### src/rtl/prog_loader_pkg.sv
// prog_loader_pkg: constants and types shared by the program loader files.
//   CODE_W / ADDR_W / DEPTH : instruction word width, RAM address width, words per load.
//   BYTES_PER_WORD          : stream bytes per instruction word (7 + 8 + 8 bits).
//   state_t                 : loader FSM states built on 3-bit encodings.
// Optional feature macro: PROG_LOADER_CHECKSUM_EN (enables the CHK state in prog_loader).
package prog_loader_pkg;

  localparam int CODE_W         = 23;
  localparam int ADDR_W         = 5;
  localparam int DEPTH          = 32;
  localparam int BYTES_PER_WORD = 3;

  // DEPTH as a byte, for range-checking the word count byte without width mixing.
  localparam logic [7:0]        DEPTH_B  = 8'(DEPTH);
  localparam logic [ADDR_W-1:0] ADDR_ONE = ADDR_W'(1);

  localparam logic [2:0] ENC_IDLE  = 3'd0;
  localparam logic [2:0] ENC_COUNT = 3'd1;
  localparam logic [2:0] ENC_B0    = 3'd2;
  localparam logic [2:0] ENC_B1    = 3'd3;
  localparam logic [2:0] ENC_B2    = 3'd4;
  localparam logic [2:0] ENC_CHK   = 3'd5;
  localparam logic [2:0] ENC_DONE  = 3'd6;
  localparam logic [2:0] ENC_ERR   = 3'd7;

  typedef enum logic [2:0] {
    ST_IDLE  = ENC_IDLE,
    ST_COUNT = ENC_COUNT,
    ST_B0    = ENC_B0,
    ST_B1    = ENC_B1,
    ST_B2    = ENC_B2,
    ST_CHK   = ENC_CHK,
    ST_DONE  = ENC_DONE,
    ST_ERR   = ENC_ERR
  } state_t;

  // States in which the loader is consuming stream bytes.
  function automatic logic is_load_state(state_t s);
    return (s == ST_COUNT) || (s == ST_B0) || (s == ST_B1) ||
           (s == ST_B2) || (s == ST_CHK);
  endfunction

endpackage

### src/rtl/prog_loader_if.sv
// prog_loader_if: byte stream and program RAM write bus of the loader.
//   in_data/in_valid/in_ready : byte stream. A byte transfers on a rising edge where
//                               in_valid & in_ready are both high; the source holds
//                               in_data/in_valid stable until that happens, and the
//                               sink may accept a byte on every cycle.
//   wr_en/wr_addr/wr_data     : one-cycle program RAM write strobe, address and word.
// modport master : loader side (sinks the stream, drives the RAM write bus).
// modport slave  : environment side (sources the stream, observes writes).
interface prog_loader_if;
  import prog_loader_pkg::*;

  logic [7:0]        in_data;
  logic              in_valid;
  logic              in_ready;
  logic              wr_en;
  logic [ADDR_W-1:0] wr_addr;
  logic [CODE_W-1:0] wr_data;

  modport master (
    input  in_data, in_valid,
    output in_ready, wr_en, wr_addr, wr_data
  );

  modport slave (
    output in_data, in_valid,
    input  in_ready, wr_en, wr_addr, wr_data
  );

endinterface

### src/rtl/prog_word_packer.sv
// prog_word_packer: assembles one instruction word from three stream bytes.
//   clk, rst : clock, synchronous active-high reset
//   ld_hi    : B0 byte accepted; its low 7 bits become word[22:16]
//   ld_mid   : B1 byte accepted; it becomes word[15:8]
//   in_byte  : current stream byte
//   word     : {hi, mid, in_byte}; valid as the full word while the B2 byte is presented
//   b0_bad   : bit 7 of in_byte, which must be clear for a B0 byte
module prog_word_packer
  import prog_loader_pkg::*;
(
  input  logic              clk,
  input  logic              rst,
  input  logic              ld_hi,
  input  logic              ld_mid,
  input  logic [7:0]        in_byte,
  output logic [CODE_W-1:0] word,
  output logic              b0_bad
);

  logic [6:0] hi_q, hi_d;
  logic [7:0] mid_q, mid_d;

  always_comb begin
    hi_d  = hi_q;
    mid_d = mid_q;
    if (ld_hi)  hi_d  = in_byte[6:0];
    if (ld_mid) mid_d = in_byte;
  end

  always_ff @(posedge clk) begin
    if (rst) begin
      hi_q  <= '0;
      mid_q <= '0;
    end else begin
      hi_q  <= hi_d;
      mid_q <= mid_d;
    end
  end

  // The low byte is taken straight from the stream so the word can be
  // registered into the write port on the B2 handshake edge itself.
  assign word   = {hi_q, mid_q, in_byte};
  assign b0_bad = in_byte[7];

endmodule

### src/rtl/prog_loader.sv
// prog_loader: writer side of the instruction memory. Takes a byte stream
// (count byte N, then N words of 3 bytes each), writes the words to program
// RAM at addresses 0..N-1 and holds the processor in reset until the load
// completes successfully.
//   clk, rst   : clock, synchronous active-high reset
//   start      : one-cycle pulse; starts a load from IDLE, DONE or ERR
//   bus        : prog_loader_if.master (byte stream in, RAM write port out)
//   cpu_rst    : processor reset, low only in DONE
//   busy       : loading (COUNT/B0/B1/B2/CHK)
//   done / err : load finished / load rejected (sticky until start or rst)
//   dbg_state  : current FSM state
// Optional feature macro: PROG_LOADER_CHECKSUM_EN. When defined, one checksum
// byte follows the last word and must equal the XOR of every accepted byte
// from N through the last word byte.
module prog_loader
  import prog_loader_pkg::*;
(
  input  logic          clk,
  input  logic          rst,
  input  logic          start,
  prog_loader_if.master bus,
  output logic          cpu_rst,
  output logic          busy,
  output logic          done,
  output logic          err,
  output state_t        dbg_state
);

  state_t            state_q, state_d;
  logic [ADDR_W-1:0] word_idx_q, word_idx_d;
  logic [ADDR_W-1:0] last_idx_q, last_idx_d;   // N-1
  logic              in_ready_q, in_ready_d;
  logic              wr_en_q, wr_en_d;
  logic [ADDR_W-1:0] wr_addr_q, wr_addr_d;
  logic [CODE_W-1:0] wr_data_q, wr_data_d;
  logic              cpu_rst_q, cpu_rst_d;
  logic              busy_q, busy_d;
  logic              done_q, done_d;
  logic              err_q, err_d;
`ifdef PROG_LOADER_CHECKSUM_EN
  logic [7:0]        csum_q, csum_d;
`endif

  logic              hs;
  logic              ld_hi, ld_mid;
  logic [CODE_W-1:0] packed_word;
  logic              b0_bad;

  assign hs     = bus.in_valid & in_ready_q;
  assign ld_hi  = hs && (state_q == ST_B0);
  assign ld_mid = hs && (state_q == ST_B1);

  prog_word_packer u_packer (
    .clk     (clk),
    .rst     (rst),
    .ld_hi   (ld_hi),
    .ld_mid  (ld_mid),
    .in_byte (bus.in_data),
    .word    (packed_word),
    .b0_bad  (b0_bad)
  );

  always_comb begin
    state_d    = state_q;
    word_idx_d = word_idx_q;
    last_idx_d = last_idx_q;
    wr_en_d    = 1'b0;
    wr_addr_d  = wr_addr_q;
    wr_data_d  = wr_data_q;
`ifdef PROG_LOADER_CHECKSUM_EN
    csum_d     = csum_q;
`endif

    case (state_q)
      ST_IDLE, ST_DONE, ST_ERR: begin
        if (start) begin
          state_d    = ST_COUNT;
          word_idx_d = '0;
          wr_addr_d  = '0;
`ifdef PROG_LOADER_CHECKSUM_EN
          csum_d     = '0;
`endif
        end
      end

      ST_COUNT: begin
        if (hs) begin
          // N = DEPTH maps to last index DEPTH-1 through the low ADDR_W bits.
          last_idx_d = bus.in_data[ADDR_W-1:0] - ADDR_ONE;
`ifdef PROG_LOADER_CHECKSUM_EN
          csum_d     = bus.in_data;
`endif
          if ((bus.in_data != 8'd0) && (bus.in_data <= DEPTH_B)) state_d = ST_B0;
          else                                                  state_d = ST_ERR;
        end
      end

      ST_B0: begin
        if (hs) begin
`ifdef PROG_LOADER_CHECKSUM_EN
          csum_d  = csum_q ^ bus.in_data;
`endif
          state_d = b0_bad ? ST_ERR : ST_B1;
        end
      end

      ST_B1: begin
        if (hs) begin
`ifdef PROG_LOADER_CHECKSUM_EN
          csum_d  = csum_q ^ bus.in_data;
`endif
          state_d = ST_B2;
        end
      end

      ST_B2: begin
        if (hs) begin
`ifdef PROG_LOADER_CHECKSUM_EN
          csum_d     = csum_q ^ bus.in_data;
`endif
          // Write is issued next cycle while the FSM already waits for the
          // next B0 byte, so the stream never stalls on a word boundary.
          wr_en_d    = 1'b1;
          wr_addr_d  = word_idx_q;
          wr_data_d  = packed_word;
          word_idx_d = word_idx_q + ADDR_ONE;
          if (word_idx_q == last_idx_q) begin
`ifdef PROG_LOADER_CHECKSUM_EN
            state_d = ST_CHK;
`else
            state_d = ST_DONE;
`endif
          end else begin
            state_d = ST_B0;
          end
        end
      end

`ifdef PROG_LOADER_CHECKSUM_EN
      ST_CHK: begin
        if (hs) state_d = (bus.in_data == csum_q) ? ST_DONE : ST_ERR;
      end
`endif

      default: state_d = ST_IDLE;
    endcase

    // Flags are registered copies of the next-state decode.
    in_ready_d = is_load_state(state_d);
    busy_d     = is_load_state(state_d);
    done_d     = (state_d == ST_DONE);
    err_d      = (state_d == ST_ERR);
    cpu_rst_d  = (state_d != ST_DONE);
  end

  always_ff @(posedge clk) begin
    if (rst) begin
      state_q    <= ST_IDLE;
      word_idx_q <= '0;
      last_idx_q <= '0;
      in_ready_q <= 1'b0;
      wr_en_q    <= 1'b0;
      wr_addr_q  <= '0;
      wr_data_q  <= '0;
      cpu_rst_q  <= 1'b1;
      busy_q     <= 1'b0;
      done_q     <= 1'b0;
      err_q      <= 1'b0;
`ifdef PROG_LOADER_CHECKSUM_EN
      csum_q     <= '0;
`endif
    end else begin
      state_q    <= state_d;
      word_idx_q <= word_idx_d;
      last_idx_q <= last_idx_d;
      in_ready_q <= in_ready_d;
      wr_en_q    <= wr_en_d;
      wr_addr_q  <= wr_addr_d;
      wr_data_q  <= wr_data_d;
      cpu_rst_q  <= cpu_rst_d;
      busy_q     <= busy_d;
      done_q     <= done_d;
      err_q      <= err_d;
`ifdef PROG_LOADER_CHECKSUM_EN
      csum_q     <= csum_d;
`endif
    end
  end

  assign bus.in_ready = in_ready_q;
  assign bus.wr_en    = wr_en_q;
  assign bus.wr_addr  = wr_addr_q;
  assign bus.wr_data  = wr_data_q;
  assign cpu_rst      = cpu_rst_q;
  assign busy         = busy_q;
  assign done         = done_q;
  assign err          = err_q;
  assign dbg_state    = state_q;

endmodule

### src/flat_wrapper.sv
// flat-port wrapper written by rule: the top's interface ports become plain ports
module prog_loader_flat import prog_loader_pkg::*;
  (clk, rst, start, cpu_rst, busy, done, err, dbg_state, bus_in_data, bus_in_valid, bus_in_ready, bus_wr_en, bus_wr_addr, bus_wr_data);
  prog_loader_if bus_i ();
  input  logic clk;
  input  logic rst;
  input  logic start;
  output logic cpu_rst;
  output logic busy;
  output logic done;
  output logic err;
  output state_t dbg_state;
  input wire logic [$bits(bus_i.in_data)-1:0] bus_in_data;
  input wire logic [$bits(bus_i.in_valid)-1:0] bus_in_valid;
  output wire logic [$bits(bus_i.in_ready)-1:0] bus_in_ready;
  output wire logic [$bits(bus_i.wr_en)-1:0] bus_wr_en;
  output wire logic [$bits(bus_i.wr_addr)-1:0] bus_wr_addr;
  output wire logic [$bits(bus_i.wr_data)-1:0] bus_wr_data;
  assign bus_i.in_data = bus_in_data;
  assign bus_i.in_valid = bus_in_valid;
  assign bus_in_ready = bus_i.in_ready;
  assign bus_wr_en = bus_i.wr_en;
  assign bus_wr_addr = bus_i.wr_addr;
  assign bus_wr_data = bus_i.wr_data;
  prog_loader u_core (.clk(clk), .rst(rst), .start(start), .bus(bus_i), .cpu_rst(cpu_rst), .busy(busy), .done(done), .err(err), .dbg_state(dbg_state));
endmodule
### config.mk
export PLATFORM = sky130hd
export DESIGN_NAME = prog_loader_flat
export DESIGN_NICKNAME = d
export VERILOG_FILES = /design/src/rtl/prog_loader_pkg.sv /design/src/rtl/prog_loader_if.sv /design/src/rtl/prog_word_packer.sv /design/src/rtl/prog_loader.sv /design/src/flat_wrapper.sv
export SDC_FILE = /design/constraint.sdc
export NUM_CORES = 1
export LEC_CHECK = 0
export BUFFER_PORTS_ARGS = -buffer_cell sky130_fd_sc_hd__buf_4
export CORE_MARGIN = 1.5
export CORE_UTILIZATION = 45
export DETAILED_ROUTE_END_ITERATION = 10
export HOLD_SLACK_MARGIN = 0.15
export PLACE_DENSITY = 0.64
export SLEW_MARGIN = 20
export SYNTH_ARGS = -nofsm -noshare
export SYNTH_HDL_FRONTEND = slang
export SYNTH_SLANG_ARGS = --single-unit
export TNS_END_PERCENT = 30
### constraint.sdc
create_clock -name clk -period 1.8 [get_ports clk]
set_input_delay 0.18 -clock clk [delete_from_list [all_inputs] [get_ports clk]]
set_output_delay 0.18 -clock clk [all_outputs]
set_load 0.02 [all_outputs]
# ---- Word-level counts from Yosys, hierarchy flattened
# Cells that the tools add are included.
dict set report totals {
  register_bits 61
  latch_bits 0
  mem_bits_rw 0
  mem_bits_ro 0
  inputBits 12
  out_inout_bits 37
  n_memories 0
}
dict set report op_classes {
  add_sub_neg 2
  multipliers 0
  div 0
  magnitude_cmp 1
  eq_ne 17
  shifts 0
  muxes 15
  bitwise_logic 2
  n_reduce_logical 15
}
# operator count
set op_table {}
lappend op_table {{$mux W3} 8}
lappend op_table {{$eq A3 B3 Y1 const B} 7}
lappend op_table {{$pmux W5 S2} 2}
lappend op_table {{$mux W5} 3}
lappend op_table {{$pmux W3 S5} 1}
lappend op_table {{$eq A3 B2 Y1 const B} 4}
lappend op_table {{$le A8 B6 Y1 const B} 1}
lappend op_table {{$reduce_bool A8 Y1} 1}
lappend op_table {{$eq A3 B1 Y1 const B} 2}
lappend op_table {{$add A5 B1 Y5 const B} 1}
lappend op_table {{$eq A5 B5 Y1} 1}
lappend op_table {{$sub A5 B1 Y5 const B} 1}
lappend op_table {{$logic_or A1 B1 Y1} 4}
lappend op_table {{$reduce_and A2 Y1} 2}
lappend op_table {{$logic_and A1 B1 Y1} 3}
lappend op_table {{$logic_not A3 Y1} 1}
lappend op_table {{$ne A3 B3 Y1 const B} 1}
lappend op_table {{$reduce_and A3 Y1} 1}
lappend op_table {{$reduce_or A3 Y1} 1}
lappend op_table {{$ne A2 B1 Y1 const B} 1}
lappend op_table {{$ne A2 B2 Y1 const B} 1}
lappend op_table {{$reduce_bool A2 Y1} 1}
lappend op_table {{$reduce_or A2 Y1} 1}
lappend op_table {{$and A1 B1 Y1} 1}
lappend op_table {{other kinds (2)} 2}

# ---- Depth between registers and ports, before layout
# Gate-level depths: netlist (run 1).
dict set report logic_depth {
  ltp_word 10
  mapped_depth 7
}

# ---- Hierarchy
# A second synthesis (run 1) with hierarchy kept.
dict set report unflattened {
  hier_cells 291
  area_unflattened_um2 2620.0
}
# mod instances cells_each area_per_inst_um2
set modules_own_cells {}
lappend modules_own_cells {prog_loader 1 234 2015.7}
lappend modules_own_cells {prog_word_packer 1 57 604.3}

# ---- Worst setup path before layout (run 1)
# OpenSTA, ideal clock, no wires.
dict set report synth_timing {
  path_type {reg2reg}
  start {register u_core.busy (netlist name)}
  end {register u_core.err_q (netlist: u_core.err)}
  setup_time_ns 0.112
  arrival_time_ns 1.582
  required_time_ns 1.688
  slack_ns 0.106
  path_stages_with_launch 7
  synth_period_minus_slack_ns 1.694
  path_cell_list {dfxtp_1 -> and4b_1 -> buf_6 -> nand2_4 -> o311a_4 -> o2bb2ai_2 -> a2111oi_1}
}
# item line_no
set synth_rtl {}
lappend synth_rtl {{end signal, assigned} prog_loader.sv:183} ;# err_q <= err_d;
lappend synth_rtl {{end, declared} prog_loader.sv:39} ;# logic err_q, err_d;

# ---- Worst setup path in the final report (run 1)
dict set report layout_timing {
  start {input bus_in_data[4]}
  end {register u_core.err_q (netlist: u_core.err)}
}
dict set report layout_between {
  elab_chain_cells 6
  word_cells_on_any_way 7
  classes_between {order compare: 1; eq/ne: 1; mux: 3; reduce/logical: 2}
}
# item line_no
set layout_lines {}
lappend layout_lines {{start, declared} flat_wrapper.sv:13} ;# input wire logic [$bits(bus_i.in_data)-1:0] bus_in_data;
lappend layout_lines {{$le A8 B6 Y1 or $reduce_bool A8 Y1 (tied branches)} prog_loader.sv:93} ;# if ((bus.in_data != 8'd0) && (bus.in_data <= DEPTH_B)) state_d = ST_B0;
lappend layout_lines {{$logic_and A1 B1 Y1 *} prog_loader.sv:93}
lappend layout_lines {{$mux W3 *} prog_loader.sv:93}
lappend layout_lines {{$mux W3 *} prog_loader.sv:87} ;# if (hs) begin
lappend layout_lines {{$pmux W3 S5 *} prog_loader.sv:74} ;# case (state_q)
lappend layout_lines {{$eq A3 B3 Y1 *} prog_loader.sv:152} ;# err_d = (state_d == ST_ERR);
# Mark *: on every way between the ends. The rest lies on a longest branch, timed or not.
# A chain may end at the register's enable or synchronous reset.

==> results.toml, run 1 <==
[status]
status = "finished clean"

[global_routing]
globalRoute.totalOverflow = 0
track_usage_pct = 20.0
grt_max_degree = 42
grt_pass1_wl_um = 9540
antenna_found_initial = 0
grt_pass1_vias = 2035

[critical_path]
max_stage_delay_ns = 0.53
arrival_ns = 1.93
crit_fanout = 5
reg2reg_setup_slack_ns = 0.11
crit_chain = "dlygate4sd3_1, buf_4, nor4b_4, mux2i_1, buf_4, o211ai_2, a2111oi_1"
path_class = "input port to flop"
startpoint_type = "input port"
cp_num_buf_inv = 3
endpoint_kind = "flop"
cp_common_cell = "buf_4"
critPathTopFamily = "buffers and inverters"
required_ns = 2.00
cp_slowest_cell = "dlygate4sd3_1"

[synthesis]
synth.most_common_cell = "nand2_1"
yosys.area_share.simple_pct = 22.5
syn_area_um2 = 2570
synth.distinct_cells = 41
ys_seq_elements = 61
yosysTopAreaCell = "dfxtp_1"
synth.yosys.warnings = 0
yosys.area_share.adder_pct = 1.85
synth_compound_area_share_pct = 15.9
synth_top_family_by_area = "simple AND/OR/NAND/NOR gates"
synth_common_cells = "nand2_1, dfxtp_1, a21oi_1"
synth_nets = 316
synthXorXnorAreaFrac_pct = 4.42
async_flop_share_pct = 0
avgSynthCellArea_um2 = 8.55
ys.flop_type = "dfxtp_1"
syn_inst = 301
seq_area_frac_synth_pct = 47.4
yosys.area.top_type_share_pct = 47.4
synthTopCellsByArea = "dfxtp_1, nand2_1, a21oi_1"
synth_mux_area_share_pct = 3.11
synth_edf_count = 0

[sta]
setup_viol = 0
post-route-min-period_ns = 1.73
min_period_over_period_pct = 96.1
hold_violations = 0
fin_tns_setup_ns = 0
fin_ws_ns = 0.0699
hold_ws_ns = 0.172
maxClockFrequency_ghz = 0.578
worst_slew_pin_slew_ns = 0.427
slew_violations = 0
slew_headroom_pct = 71.5
clock_skew_ns = 0.00517

[die]
dieArea_um2 = 6190
die_w_um = 78.6
start_util_pct = 46.8
num_rows = 27
dieHeight_um = 78.6
core-area_um2 = 5510
ios = 49

[cells_and_area]
layout-area-overhead-vs-synth_pct = 30.5
num_antenna_cells = 0
layout-drive-gt1-share_pct = 24.6
final_util_pct = 61.0
fill_cells = 499
nets = 378
stdcell_area_um2 = 3360

[placed_design]
io_buffers = 48
dpl_worst_slack_ns = 0.0717
gp_congestion = 0.861
dp_hpwl_um = 3990
placed_area_um2 = 3060

[pwr]
p_leak_nw = 1.30
p_seq_share_pct = 41.0
vdd.ir_drop.worst_uv = 623
switchingPower_w = 0.00113
comb_power_share_pct = 26.3
switching_share_pct = 30.4
power_per_cell_area_nw_per_um2 = 1110
clkPwrFrac_pct = 32.7
p_int_w = 0.00259

[clock_network]
htreeDepth = 3
clock-root-buffer = "clkbuf_8"
cts_sinks = 61
clock_path_buffers = 2
cts_made_buffers = 9
clock_insertion_delay_worst_skew_ns = 0.32
cts_tree = "done"
clk_pin_slew_worst_paths_ns = 0.06

[detailed_routing]
wl_per_cell_um = 13.2
via_per_inst = 5.07
dr.pass1.iters = 4
wirelength_um = 5800
vias = 2219
ant_nets = 0
first_iter_violations = 103
drc = 0

[job]
drv_cap = 0

[hold_path]
hold_path.class = "input port to flop"
-- cells in the final DEF, fill, tap and decap left out, types with 2 or more instances in the layout --
| cell type | Yosys | layout |
|---|---|---|
| inv_1 | 6 | 6 |
| clkbuf_8 | 0 | 12 |
| nand2_1 | 66 | 66 |
| xor2_1 | 6 | 6 |
| nor3_2 | 0 | 2 |
| nand3_1 | 17 | 17 |
| or3_1 | 2 | 2 |
| buf_12 | 0 | 2 |
| dlygate4sd3_1 | 0 | 8 |
| mux2i_1 | 8 | 8 |
| dfxtp_1 | 61 | 57 |
| nor2_1 | 24 | 24 |
| ha_1 | 3 | 3 |
| xnor2_1 | 7 | 7 |
| a21oi_1 | 42 | 42 |
| nor3_1 | 4 | 2 |
| a211oi_1 | 7 | 7 |
| dfxtp_2 | 0 | 4 |
| nor2b_1 | 2 | 2 |
| nand2b_1 | 4 | 4 |
| buf_4 | 2 | 60 |
| a21o_1 | 2 | 2 |
-- tightest hold or removal path, delay by kind of cell --
kind	cells	cell delay, ns
buf+inv	1	0.15
compound gates	1	0.05
simple gates	1	0.06
-- cell type report --
| cell class | instances | area (µm²) | area share, % |
|---|---|---|---|
| clock buffer | 13 | 169 | 5.03 |
| sequential | 61 | 1230 | 36.5 |
| timing repair buffer | 70 | 571 | 17.0 |
| tap | 72 | 90.1 | 2.68 |
| inverter | 6 | 22.5 | 0.670 |
| multi-input combinational | 215 | 1250 | 37.2 |
| clock inverter | 1 | 30.0 | 0.894 |
-- worst paths after layout --
path | startpoint | endpoint | cells past startpoint
worst max register to register | u_core.word_idx_q[2] | u_core.err | 5
worst min register to register | u_core.u_packer.mid_q[2] | u_core.bus.wr_data[10] | 2
worst max-delay path | bus_in_data[4] | u_core.err | 7
worst min-delay path | bus_in_data[2] | u_core.bus.wr_data[2] | 3
-- sequential cells by signal (all words and copies together), names as in the netlist --
name / cells
u_core.busy: 1
u_core.dbg_state: 3
u_core.bus.wr_en: 1
u_core.bus.wr_data: 23
u_core.done: 1
u_core.last_idx_q: 5
u_core.cpu_rst: 1
u_core.word_idx_q: 5
u_core.bus.wr_addr: 5
u_core.err: 1
u_core.u_packer.mid_q: 8
u_core.u_packer.hi_q: 7
-- per-stage QoR --
| stage | std cells | total power, W |
|---|---|---|
| after floorplan | 301 | 0.00219 |
| after global placement | 416 | 0.00248 |
| after detailed placement | 416 | 0.00249 |
| final | 438 | 0.00372 |
| after CTS | 438 | 0.00373 |
| after global routing | 438 | 0.00390 |
-- what timing repair did --
action                                 4_1_cts  5_1_grt
setup buffers                                0        0
setup endpoints to repair                    0        2
gates resized for setup                      0        6
hold buffers                                 8        0
endpoints found under the hold margin       15        0
-- cells by family (layout without fill, tap and decap cells) --
family	Yosys count	in the layout
AO/OA/AOI/OAI	63	63
AND/OR/NAND/NOR	127	127
multiplexers	8	8
flip-flops	61	61
adder cells (fa/ha/maj)	4	4
buffers and inverters	25	90
XOR/XNOR	13	13
-- layer usage --
| layer | share of wire [%] | routed length, µm | track usage, % |
|---|---|---|---|
| met5 | 0 | 0 | 0 |
| met4 | 1.3 | 78 | 7.86 |
| met3 | 4.7 | 271 | 5.23 |
| met2 | 46 | 2680 | 32.1 |
| met1 | 48 | 2770 | 25.4 |
-- power groups by stage --
stage | clock (W) | combinational (W) | sequential, W
after floorplan | 0 | 0.000619 | 0.00157
after global placement | 0 | 0.000940 | 0.00154
after detailed placement | 0 | 0.000946 | 0.00155
after CTS | 0.00124 | 0.000965 | 0.00152
after global routing | 0.00129 | 0.00107 | 0.00154
final | 0.00122 | 0.000978 | 0.00152
No activity file was read; power rests on OpenSTA's default activity.
==> run 2, diff against run 1 <==
--- a/config.mk
+++ b/config.mk
@@ -9,8 +9,9 @@
 export CORE_MARGIN = 1.5
 export CORE_UTILIZATION = 45
 export DETAILED_ROUTE_END_ITERATION = 10
+export GPL_ROUTABILITY_DRIVEN = 0
 export HOLD_SLACK_MARGIN = 0.15
-export PLACE_DENSITY = 0.64
+export PLACE_DENSITY_LB_ADDON = 0.2
 export SLEW_MARGIN = 20
 export SYNTH_ARGS = -nofsm -noshare
 export SYNTH_HDL_FRONTEND = slang
==> run 2 against run 1 <==
Setup slack improved by 0.031 ns. Critical path depth decreased by 1. Combinational power decreased by 0.4%.
==> results.toml, run 2 (synthesis gave the netlist of run 1 again) <==
[sta]
clock_skew_ns = 0.00609
hold_violations = 0
slew_headroom_pct = 60.9
fin_tns_setup_ns = 0
rsz0062_at_grt = "no"
slew_violations = 0
min_period_over_period_pct = 94.4
fin_ws_ns = 0.101
maxClockFrequency_ghz = 0.588
post-route-min-period_ns = 1.70
worst_slew_pin_slew_ns = 0.587
hold_ws_ns = 0.158
setup_viol = 0

[placed_design]
placed_area_um2 = 3050
io_buffers = 48
dp_hpwl_um = 4010
dpl_worst_slack_ns = 0.0489

[pwr]
p_leak_nw = 1.29
power_w = 0.00367
power_per_cell_area_nw_per_um2 = 1110
vdd.ir_drop.worst_uv = 565

[detailed_routing]
vias = 2227
first_iter_violations = 107
via_per_inst = 5.10
wirelength_um = 5920
drc = 0
dr.pass1.iters = 4
ant_nets = 0
wl_per_cell_um = 13.5

[hold_path]
hold_depth = 3
hold_path.class = "input port to flop"
hold_start = "bus_in_data[4]"
whs_endpoint = "u_core.bus.wr_data[4]"

[clock_network]
cts_made_buffers = 9
clk_pin_slew_worst_paths_ns = 0.07
cts_tree = "done"
cts_sinks = 61
clock_insertion_delay_worst_skew_ns = 0.33
post_cts_buffers = 0
clock-root-buffer = "clkbuf_8"
htreeDepth = 3
clock_path_buffers = 2

[cells_and_area]
stdcell_area_um2 = 3300
nets = 375
largest_reg_flops = 23
layout-area-overhead-vs-synth_pct = 28.0
num_antenna_cells = 0
layout_commonest_cell = "nand2_1"
fill_cells = 508
layout-drive-gt1-share_pct = 24.7
layout_common_cells = "nand2_1, buf_4, dfxtp_1, a21oi_1, nor2_1"

[die]
core-area_um2 = 5510
dieHeight_um = 78.6
start_util_pct = 46.8
num_rows = 27
dieArea_um2 = 6190
die_w_um = 78.6
ios = 49

[critical_path]
crit_fanout = 5
arrival_ns = 1.93
worst-r2r-cell-count = 6
required_ns = 2.03
startpoint_type = "flop"
endpoint_kind = "flop"
reg2reg_setup_slack_ns = 0.10
path_class = "flop to flop"
r2r-end = "u_core.cpu_rst"
r2r_start = "u_core.dbg_state[0]"

[global_routing]
globalRoute.totalOverflow = 0
grt_pass1_vias = 2128
track_usage_pct = 20.4
antenna_found_initial = 0
grt_max_degree = 56
grt_pass1_wl_um = 9790

[job]
drv_cap = 0

[status]
status = "finished clean"
[run 2: how the worst max path moves through the flow]
stage                                     from             end  depth (start not counted)
after CTS                 u_core.word_idx_q[3]      u_core.err                          5
after global placement          bus_in_data[0]      u_core.err                          7
after global routing               u_core.busy  u_core.cpu_rst                          5
after detailed placement        bus_in_data[0]      u_core.err                          7
final                      u_core.dbg_state[0]  u_core.cpu_rst                          6
after floorplan                    u_core.busy      u_core.err                          6
[run 2: metrics by stage]
step | std cells | util, %
after floorplan | 301 | -
after global placement | 416 | 55.3
after detailed placement | 416 | 55.3
after CTS | 437 | 59.7
after global routing | 437 | 59.9
final | 437 | 59.9
[run 2: critical path, cell delays in order (launching register included)]
cell      delay, ns
dfxtp_1        0.42
buf_4          0.19
nand2b_1       0.11
or3_1          0.35
o211ai_2       0.26
nand2_1        0.11
a21o_1         0.16
[run 2: metal layers]
metal | track usage [%] | vias to the layer above | part of all wire (%)
met2 | 32.5 | 53 | 47
met3 | 5.58 | 6 | 4.5
met1 | 25.6 | 1033 | 48
met5 | 0 | - | 0
li1 | - | 1135 | -
met4 | 9.11 | 0 | 0.90
[run 2: repair_timing]
item / 4_1_cts / 5_1_grt
hold buffers: 5 / 0
setup endpoints to repair: 0 / 1
gates resized for setup: 0 / 3
endpoints found under the hold margin: 14 / 0
[run 2: cell type report]
type / count / area (µm²) / share of cell area [%]
Multi-Input combinational cell: 215 / 1240 / 37.7
Sequential cell: 61 / 1220 / 37.1
Timing Repair Buffer: 67 / 528 / 16.0
Clock buffer: 11 / 141 / 4.29
Tap cell: 72 / 90.1 / 2.73
Clock inverter: 5 / 50.0 / 1.52
Inverter: 6 / 22.5 / 0.683
[run 2: where the power goes]
group	total, W	internal, W	switching, W	leakage (nW)
Sequential	0.00152	0.00143	0.0000919	0.493
Combinational	0.000974	0.000403	0.000571	0.694
Clock	0.00118	0.000668	0.000512	0.103
Total	0.00367	0.00250	0.00117	1.29
==> run 3, diff against run 2 <==
--- a/config.mk
+++ b/config.mk
@@ -12,7 +12,6 @@
 export GPL_ROUTABILITY_DRIVEN = 0
 export HOLD_SLACK_MARGIN = 0.15
 export PLACE_DENSITY_LB_ADDON = 0.2
-export SLEW_MARGIN = 20
 export SYNTH_ARGS = -nofsm -noshare
 export SYNTH_HDL_FRONTEND = slang
 export SYNTH_SLANG_ARGS = --single-unit
==> constraint.sdc (replaced) <==
create_clock -name clk -period 1.51 [get_ports clk]
set_input_delay 0.0755 -clock clk [delete_from_list [all_inputs] [get_ports clk]]
set_output_delay 0.0755 -clock clk [all_outputs]
set_load 0.02 [all_outputs]
==> run 3 against run 2 <==
First-iteration DRC count increased by 53%. Global-route usage increased by 1.2 points. Sequential share of layout area decreased by 2.3 points. Maximum frequency increased by 10%. Power increased by 25%. Non-clock buffer count increased by 20. Wire length increased by 6.2%. The flow now finishes with violations (negative setup slack). Setup slack got worse by 0.13 ns.
==> results.toml, run 3 (synthesis gave the netlist of run 1 again) <==
[sta]
rsz0062_at_grt = "yes"
worst_slew_pin_slew_ns = 0.382
post-route-min-period_ns = 1.54
fin_ws_ns = -0.0292
slew_violations = 0
slew_headroom_pct = 74.6
min_period_over_period_pct = 102
fin_tns_setup_ns = -0.0720
clock_skew_ns = 0.00851
hold_violations = 0
setup_viol = 4
maxClockFrequency_ghz = 0.650
hold_ws_ns = 0.181

[die]
ios = 49
dieHeight_um = 78.6
num_rows = 27
die_w_um = 78.6
dieArea_um2 = 6190
start_util_pct = 46.8
core-area_um2 = 5510

[cells_and_area]
layout-area-overhead-vs-synth_pct = 37.8
num_antenna_cells = 0
largest_reg_flops = 23
layout-drive-gt1-share_pct = 30.1
layout_commonest_cell = "buf_4"
final-instance-count-excl-fill = 457
layout_common_cells = "buf_4, nand2_1, dfxtp_1, a21oi_1, nor2_1"
nets = 395

[critical_path]
endpoint_kind = "flop"
worst-r2r-cell-count = 6
required_ns = 1.74
arrival_ns = 1.77
startpoint_type = "flop"
r2r-end = "u_core.cpu_rst"
crit_fanout = 8
path_class = "flop to flop"
r2r_start = "u_core.dbg_state[2]"
crit_path_start = "u_core.dbg_state[2]"
reg2reg_setup_slack_ns = -0.03
crit_end = "u_core.cpu_rst"

[detailed_routing]
via_per_inst = 5.01
drc = 0
dr.pass1.iters = 4
first_iter_violations = 164
vias = 2289
wirelength_um = 6290
ant_nets = 0
wl_per_cell_um = 13.8

[hold_path]
hold_depth = 3
hold_path.class = "input port to flop"

[global_routing]
antenna_found_initial = 0
globalRoute.totalOverflow = 0
grt_max_degree = 36
grt_pass1_vias = 2126
grt_pass1_wl_um = 10300
track_usage_pct = 21.6

[clock_network]
cts_tree = "done"
clock_insertion_delay_worst_skew_ns = 0.33
cts_made_buffers = 9
clock_path_buffers = 2
clock-root-buffer = "clkbuf_8"
clk_pin_slew_worst_paths_ns = 0.07
htreeDepth = 3
cts_sinks = 61

[pwr]
p_leak_nw = 1.39
power_per_cell_area_nw_per_um2 = 1300
vdd.ir_drop.worst_uv = 713

[status]
status = "complete, but fails checks"
violations = "negative setup slack"

[placed_design]
placed_cells = 425
dp_hpwl_um = 4130
io_buffers = 48

[job]
drv_cap = 0
-- run 3: worst min-delay path by stage --
stage	start	end	slack, ns
global route	start	u_core.bus.wr_addr[0]	0.23
CTS	start	u_core.word_idx_q[4]	0.18
finish	start	u_core.word_idx_q[4]	0.18
detailed placement	bus_in_data[6]	u_core.u_packer.hi_q[6]	0.38
floorplan	bus_in_data[0]	u_core.last_idx_q[0]	0.17
global placement	bus_in_data[6]	u_core.bus.wr_data[6]	0.37
-- run 3: area by class of cell --
class,instances,area (µm²)
fill,458,1960
multi-input combinational,215,1290
sequential,61,1240
timing repair buffer,87,722
clock buffer,11,131
tap,72,90.1
clock inverter,5,52.6
inverter,6,22.5
-- run 3: stage by stage --
stage	util, %	power (W)	area, µm²	setup slack [ns]
final	64.4	0.00460	3550	-0.0292
after global routing	64.4	0.00482	3550	-0.148
after CTS	63.3	0.00450	3490	-0.0175
after detailed placement	57.4	0.00304	3160	-0.0472
after global placement	57.4	0.00303	3160	-0.00347
after floorplan	-	0.00267	2610	0.0130
-- run 3: timing repair --
| item | CTS | global route |
|---|---|---|
| endpoints found under the setup margin | 2 | 46 |
| setup buffers | 4 | 1 |
| gates resized for setup | 1 | 13 |
| pin swaps | 2 | 7 |
| hold buffers | 11 | 0 |
| endpoints found under the hold margin | 35 | 0 |
-- run 3: routing by layer --
layer	vias up	GRT usage (%)	routed length, µm
met5	-	0	0
met4	0	11.4	123
met3	10	3.72	280
met2	48	32.7	2900
met1	1053	29.3	2980
li1	1178	-	-
-- run 3: critical path: stages (launching register included) --
cell     delay (ns)
dfxtp_4        0.36
buf_6          0.13
xnor2_1        0.12
o32a_1         0.42
nor2_2         0.16
nand2_1        0.08
a21o_1         0.17
-- run 3: power breakdown --
| group | switching [W] | internal [W] | leakage (nW) | total (W) |
|---|---|---|---|---|
| clock network | 0.000613 | 0.000754 | 0.0931 | 0.00137 |
| registers | 0.000125 | 0.00172 | 0.495 | 0.00185 |
| logic | 0.000749 | 0.000639 | 0.801 | 0.00139 |
| total | 0.00149 | 0.00312 | 1.39 | 0.00460 |
